File: src/rtl/debug_uart_pkg.sv
// Shared constants, state type and ASCII helper for the debug UART dump.
package debug_uart_pkg;

  localparam logic [7:0] ASCII_COLON   = 8'h3A;
  localparam logic [7:0] ASCII_SPACE   = 8'h20;
  localparam logic [7:0] ASCII_CR      = 8'h0D;
  localparam logic [7:0] ASCII_LF      = 8'h0A;
  localparam logic [7:0] ASCII_ZERO    = 8'h30;
  localparam logic [7:0] ASCII_UPPER_A = 8'h41;

  // Four words of "i:HHHHHHHH", three separating spaces, then CR LF.
  localparam int CHARS_PER_FRAME = 45;
  // Index digit, colon, eight hex digits and the trailing separator slot.
  localparam int CHARS_PER_WORD  = 11;

  typedef enum logic {
    ST_IDLE,
    ST_SEND
  } dump_state_e;

  // Map a 4-bit value to its uppercase ASCII hex digit.
  function automatic logic [7:0] nibble_to_ascii(input logic [3:0] nib);
    if (nib < 4'd10) begin
      return ASCII_ZERO + {4'd0, nib};
    end
    return ASCII_UPPER_A + {4'd0, nib} - 8'd10;
  endfunction

endpackage

File: src/rtl/uart_tx_byte.sv
// Byte-wide 8N1 transmitter. A start accepted on the done cycle chains the
// next character directly after the stop bit with no idle gap.
module uart_tx_byte #(
  parameter int CLKS_PER_BIT = 868
) (
  input  logic       clk,
  input  logic       rst,
  input  logic       start,
  input  logic [7:0] data,
  output logic       tx,
  output logic       busy,
  output logic       done
);

  localparam int CW = (CLKS_PER_BIT > 2) ? $clog2(CLKS_PER_BIT) : 1;
  localparam logic [CW-1:0] BAUD_LAST = CW'(CLKS_PER_BIT - 1);

  logic [CW-1:0] baud_q, baud_d;
  logic [3:0]    bit_q, bit_d;
  logic [7:0]    data_q, data_d;
  logic          tx_q, tx_d;
  logic          busy_q, busy_d;
  logic          bit_end;
  logic          accept;

  // Bit index 0 is the start bit, 1..8 the data bits, 9 the stop bit.
  assign bit_end = busy_q && (baud_q == BAUD_LAST);
  assign done    = bit_end && (bit_q == 4'd9);
  assign accept  = start && (!busy_q || done);
  assign tx      = tx_q;
  assign busy    = busy_q;

  // Next-state logic: tx_d is the level of the bit that begins next cycle.
  always_comb begin
    baud_d = baud_q;
    bit_d  = bit_q;
    data_d = data_q;
    tx_d   = tx_q;
    busy_d = busy_q;
    if (accept) begin
      busy_d = 1'b1;
      baud_d = '0;
      bit_d  = 4'd0;
      data_d = data;
      tx_d   = 1'b0;
    end else if (bit_end) begin
      baud_d = '0;
      if (bit_q == 4'd9) begin
        busy_d = 1'b0;
        bit_d  = 4'd0;
        tx_d   = 1'b1;
      end else begin
        bit_d = bit_q + 4'd1;
        tx_d  = (bit_q <= 4'd7) ? data_q[bit_q[2:0]] : 1'b1;
      end
    end else if (busy_q) begin
      baud_d = baud_q + 1'b1;
    end
  end

  // Register the transmitter state; the line idles high.
  always_ff @(posedge clk) begin
    if (rst) begin
      baud_q <= '0;
      bit_q  <= 4'd0;
      data_q <= 8'd0;
      tx_q   <= 1'b1;
      busy_q <= 1'b0;
    end else begin
      baud_q <= baud_d;
      bit_q  <= bit_d;
      data_q <= data_d;
      tx_q   <= tx_d;
      busy_q <= busy_d;
    end
  end

endmodule

File: src/rtl/debug_uart_dump.sv
// Snapshots four debug words on a trigger rising edge and sends them as one
// ASCII hex line "0:HHHHHHHH 1:... 3:HHHHHHHH\r\n" over an 8N1 UART.
module debug_uart_dump
  import debug_uart_pkg::*;
#(
  parameter int CLKS_PER_BIT = 868
) (
  input  logic        clk,
  input  logic        rst,
  input  logic        trigger,
  input  logic [31:0] dbg0,
  input  logic [31:0] dbg1,
  input  logic [31:0] dbg2,
  input  logic [31:0] dbg3,
  output logic        tx,
  output logic        busy
);

  localparam logic [5:0] LAST_CHAR = 6'(CHARS_PER_FRAME - 1);

  dump_state_e      state_q, state_d;
  logic             trig_prev_q, trig_prev_d;
  logic             armed_q, armed_d;
  logic [5:0]       char_idx_q, char_idx_d;
  logic [3:0][31:0] snap_q, snap_d;

  logic       start_frame;
  logic       tx_start;
  logic       tx_busy;
  logic       tx_done;
  logic [5:0] sel_idx;
  logic [7:0] sel_char;
  logic [1:0] word_sel;
  logic [5:0] pos;
  logic [2:0] nib_idx;
  logic [31:0] shifted;

  // armed_q keeps a trigger held through reset from counting as a fresh edge.
  assign start_frame = (state_q == ST_IDLE) && !tx_busy && armed_q &&
                       trigger && !trig_prev_q;

  // State register plus edge detect, snapshot and character index.
  always_ff @(posedge clk) begin
    if (rst) begin
      state_q     <= ST_IDLE;
      trig_prev_q <= 1'b0;
      armed_q     <= 1'b0;
      char_idx_q  <= 6'd0;
      snap_q      <= '0;
    end else begin
      state_q     <= state_d;
      trig_prev_q <= trig_prev_d;
      armed_q     <= armed_d;
      char_idx_q  <= char_idx_d;
      snap_q      <= snap_d;
    end
  end

  // Next state: leave SEND after the LF stop bit has finished.
  always_comb begin
    state_d = state_q;
    case (state_q)
      ST_IDLE: if (start_frame) state_d = ST_SEND;
      ST_SEND: if (tx_done && (char_idx_q == LAST_CHAR)) state_d = ST_IDLE;
      default: state_d = ST_IDLE;
    endcase
  end

  // Outputs and datapath: chain each character on the done of the previous one.
  always_comb begin
    trig_prev_d = trigger;
    armed_d     = 1'b1;
    char_idx_d  = char_idx_q;
    snap_d      = snap_q;
    tx_start    = 1'b0;
    sel_idx     = char_idx_q;
    busy        = (state_q == ST_SEND);
    if (start_frame) begin
      snap_d     = {dbg3, dbg2, dbg1, dbg0};
      char_idx_d = 6'd0;
      sel_idx    = 6'd0;
      tx_start   = 1'b1;
    end else if ((state_q == ST_SEND) && tx_done) begin
      if (char_idx_q == LAST_CHAR) begin
        char_idx_d = 6'd0;
      end else begin
        char_idx_d = char_idx_q + 6'd1;
        sel_idx    = char_idx_q + 6'd1;
        tx_start   = 1'b1;
      end
    end
  end

  // Character selection from the index and the snapshot words.
  always_comb begin
    word_sel = 2'd0;
    pos      = sel_idx;
    if (sel_idx >= 6'd33) begin
      word_sel = 2'd3;
      pos      = sel_idx - 6'd33;
    end else if (sel_idx >= 6'd22) begin
      word_sel = 2'd2;
      pos      = sel_idx - 6'd22;
    end else if (sel_idx >= 6'(CHARS_PER_WORD)) begin
      word_sel = 2'd1;
      pos      = sel_idx - 6'(CHARS_PER_WORD);
    end
    nib_idx = 3'(pos - 6'd2);
    shifted = snap_q[word_sel] << {nib_idx, 2'b00};
    if (sel_idx == LAST_CHAR - 6'd1) begin
      sel_char = ASCII_CR;
    end else if (sel_idx == LAST_CHAR) begin
      sel_char = ASCII_LF;
    end else if (pos == 6'd0) begin
      sel_char = ASCII_ZERO + {6'd0, word_sel};
    end else if (pos == 6'd1) begin
      sel_char = ASCII_COLON;
    end else if (pos == 6'd10) begin
      sel_char = ASCII_SPACE;
    end else begin
      sel_char = nibble_to_ascii(shifted[31:28]);
    end
  end

  uart_tx_byte #(
    .CLKS_PER_BIT(CLKS_PER_BIT)
  ) u_tx (
    .clk  (clk),
    .rst  (rst),
    .start(tx_start),
    .data (sel_char),
    .tx   (tx),
    .busy (tx_busy),
    .done (tx_done)
  );

endmodule

File: config.mk
export PLATFORM = sky130hd
export DESIGN_NAME = debug_uart_dump
export DESIGN_NICKNAME = d
export VERILOG_FILES = /design/src/rtl/debug_uart_pkg.sv /design/src/rtl/uart_tx_byte.sv /design/src/rtl/debug_uart_dump.sv
export SDC_FILE = /design/constraint.sdc
export NUM_CORES = 1
export LEC_CHECK = 0
export CORE_MARGIN = 2
export CORE_UTILIZATION = 50
export CTS_CLUSTER_DIAMETER = 50
export DETAILED_ROUTE_END_ITERATION = 6
export PLACE_DENSITY = 0.75
export RECOVER_POWER = 25
export SYNTH_ARGS = -nofsm -noshare
export SYNTH_HDL_FRONTEND = slang
export SYNTH_SLANG_ARGS = --single-unit
File: constraint.sdc
create_clock -name clk -period 9.73 [get_ports clk]
set_input_delay 1.946 -clock clk [delete_from_list [all_inputs] [get_ports clk]]
set_output_delay 1.946 -clock clk [all_outputs]
set_load 0.01 [all_outputs]
==> results.md <==
* Design Area, Final at about 0.010 mm^2
* # port buffers at around 130
* Post-route ant nets at 0
* Sequential group share of total power at between 40% and 50%
* Hold_ws at between 0.4 and 0.5 ns
* Metal1 wirelength at ~13 mm
* Mapped Cells at around 1100
* Final WL at about 28 mm
* Max Fanout on Critical Path at 31
* DRC Markers at 0
* MaxCap Viol Count at 3
* Int Pwr at 1.13 mW
* Simple-gate share of the synthesized area at between 20% and 30%
* CTS resizes at 0
* Startpoint class of the critical path: input pin
* DR WL/cell at ~20 um
* Final core utilization at between 60% and 70%
* Met3 WL at between 2 and 2.5 mm
* Reg2reg end: u_tx.data_q[2]
* Logic gate share of total power at 9.6%
* Initial core utilization at about half
* DR pass1 iterations at 5
* Hold buffers post-CTS at 0
* Vias per Instance at between 5 and 6
* Total GRT Usage at a little under a third
* DR vias at around 8600
* Final Cycle Share at 84.4%
* Mux share of post-synthesis cell area at between 3 and 4%
* Dpl hpwl at 20.4 mm
* Slew HR at -133%
* Commonest cells after routing, fill and taps aside: 308 x nand2_1, 162 x a21oi_1, 160 x dfxtp_1
* Clock skew at roughly 0.011 ns
* Rows at 47
* Max-slew violation count at 209
* Syn avg cell area at 7.52 um^2
* Worst setup EP type: flip-flop
* Die X at 135 um
* Yosys reg bits at 160
* Die area at 0.0181 mm^2
* Initial antenna violation count at 0
* Placed Cells at roughly 1400
* Mapped Area at about 0.0085 mm^2
* WP data required at 10.08 ns
* Library cells used by synthesis at 95
* Post-layout nets at 1366
* Total setup buffers inserted after CTS at 0
* Setup TNS at 0 ns
* Max IR drop VDD at between 100 and 150 uV
* Pleak at 3.65 nW
* Clock network power share at between 40% and 50%
* Skew-Pair Late Insertion Delay at between 0.4 and 0.5 ns
* Critical path class: input pin to flip-flop
* Number of global-route vias before repair at approximately 8000
* Worst EP arrival at roughly 8.6 ns
* CTS tree: done
* Root Driver: clkbuf_16
* Min cycle time layout at about 8 ns
* Worst reg2reg setup slack at ~1.8 ns
* Sw power at 0.391 mW
* Worst-margin pin slew at between 3 and 4 ns
* Main combinational cell family by area after synthesis: simple AND/OR/NAND/NOR gates
* CTS Sinks at 160
* Count of final setup violators at 0
* Hold Fails Final Rpt at 0
* Synth warnings at 0
* Switching Share at about 26%
* Largest net degree at the start of global routing at 84
* Failing checks: capacitance limit, slew limit
* Hold depth at 2
* Tightest Hold Check Type: flip-flop to flip-flop
* CP Launch Point: trigger
* Die Ht at between 100 and 150 um
* Antenna Cells at 0
* # H-tree levels at 4
* Commonest non-fill, non-tap cell in the layout: nand2_1
* Worst setup path endpoint: u_tx.data_q[2]
* Syn Nets at approximately 1300
* Async set or reset register ratio after synthesis at 0%
* Yosys top cell by area: dfxtp_1
* Core area at approximately 0.017 mm^2
* Share of cells above drive strength 1 at around 8%
* Synth top area share at between 30% and 40%
* Number of synthesized flops with an enable pin at 0
* Top post-synthesis cells by area: dfxtp_1 38%, nand2_1 14%, a21oi_1 9.5%
* Met2 wire length at 12.5 mm
* Worst r2r src: u_tx.busy
* Post-DP Area at approximately 0.0099 mm^2
* Residual overflow from global routing at 0
* Synth Flop Type: dfxtp_1
* Adder-cell share of the synthesized area at 2.05%
* Total CTS buffers at 17
* Top layer in use: met4
* Initial drt markers at 834
* Worst r2r path cells at 22
* Compound-Gate Fraction of Synth Area at between 20% and 30%
* Sequential area share after synthesis at a little under two fifths
* XOR/XNOR Fraction of Synth Area at under 10%
* Pwr Density at between 100 and 150 mW/mm^2
* Reg clk slew, reported paths at approximately 0.070 ns
* Fmax at around 120 MHz
* Io pins at between 100 and 150
* Synthesis-to-layout area growth at 22.7%
* Max clock buf depth at 2
* RSZ-0062 raised after global routing: false
* Status: finished with violations
* RePlAce Congestion at slightly below 1
* Fin cells at 1454
* First-pass GRT wire length at about 44 mm
per-stage QoR:
step,setup slack (ns),total power [mW]
floorplan,3.02,0.780
global placement,1.67,0.863
detailed placement,1.44,0.864
CTS,1.89,1.53
global route,1.11,1.57
finish,1.52,1.52
layout make-up:
class / instances / area (um^2)
Tap cell: 220 / 275
Multi-Input combinational cell: 880 / 4940
Inverter: 17 / 63.8
Fill cell: 1521 / 6170
Clock inverter: 13 / 150
Sequential cell: 160 / 3200
Timing Repair Buffer: 145 / 1410
Clock buffer: 19 / 443
cells in the mapped netlist (all sizes together), types with 4 or more instances:
library cell / number
a2111oi: 5
a211oi: 9
a21o: 6
a21oi: 162
a311oi: 4
a31oi: 15
and2: 5
and3: 10
buf: 22
clkbuf: 57
dfxtp: 160
ha: 14
inv: 17
mux2: 9
mux2i: 13
nand2: 309
nand3: 30
nand3b: 4
nand4: 13
nor2: 57
nor2b: 6
nor3: 26
nor3b: 4
nor4: 7
o2111ai: 5
o211ai: 10
o21a: 10
o21ai: 47
o221ai: 7
o22ai: 7
o311ai: 6
or2: 6
or3: 11
or4: 5
xnor2: 4
xor2: 8
critical path: stages:
cell           delay, ns
dlygate4sd3_1       0.55
nand4bb_1           0.23
or2_4               0.17
nand2_1             0.05
buf_4               0.26
inv_2               0.48
ha_1                0.38
inv_1               0.07
a2111oi_0           0.39
a311oi_1            0.13
o21ai_1             0.75
o211ai_2            0.53
a21oi_1             0.62
nor3_1              0.10
a31oi_1             0.19
a311oi_1            0.11
a2111o_1            0.45
inv_2               0.11
ha_1                0.19
inv_1               0.07
or4b_4              0.53
a311oi_2            0.23
registers in the layout, indices dropped and copies added (netlist names):
| name | cells |
|---|---|
| u_tx.bit_q | 4 |
| trig_prev_q | 1 |
| snap_q | 128 |
| u_tx.busy | 1 |
| u_tx.baud_q | 10 |
| armed_q | 1 |
| busy | 1 |
| u_tx.data_q | 7 |
| char_idx_q | 6 |
| u_tx.tx | 1 |
logic make-up after synthesis:
family / Yosys count
AO/OA/AOI/OAI: 326
XOR/XNOR: 12
adder cells (fa/ha/maj): 14
buffers and inverters: 96
flip-flops: 160
multiplexers: 23
AND/OR/NAND/NOR: 505
power by group through the flow:
stage	clock [mW]	combinational, mW	sequential, mW
detailed placement	0	0.145	0.720
finish	0.667	0.146	0.707
global placement	0	0.143	0.720
CTS	0.675	0.146	0.705
global route	0.703	0.162	0.708
floorplan	0	0.0736	0.707
metal layers:
metal  GRT usage [%]  vias to the layer above
met2            47.6                      400
met3            8.11                       35
li1                -                     4184
met5               0                        -
met1            44.9                     4023
met4            7.54                        0
how the worst min path moves through the flow:
stage,startpoint,end,slack [ns]
floorplan,snap_q[72],snap_q[72],0.43
global placement,snap_q[40],snap_q[40],0.44
detailed placement,snap_q[0],snap_q[0],0.45
CTS,snap_q[10],snap_q[10],0.46
global route,snap_q[72],snap_q[72],0.48
finish,snap_q[0],snap_q[0],0.46
(Power assumes the default switching activity.)
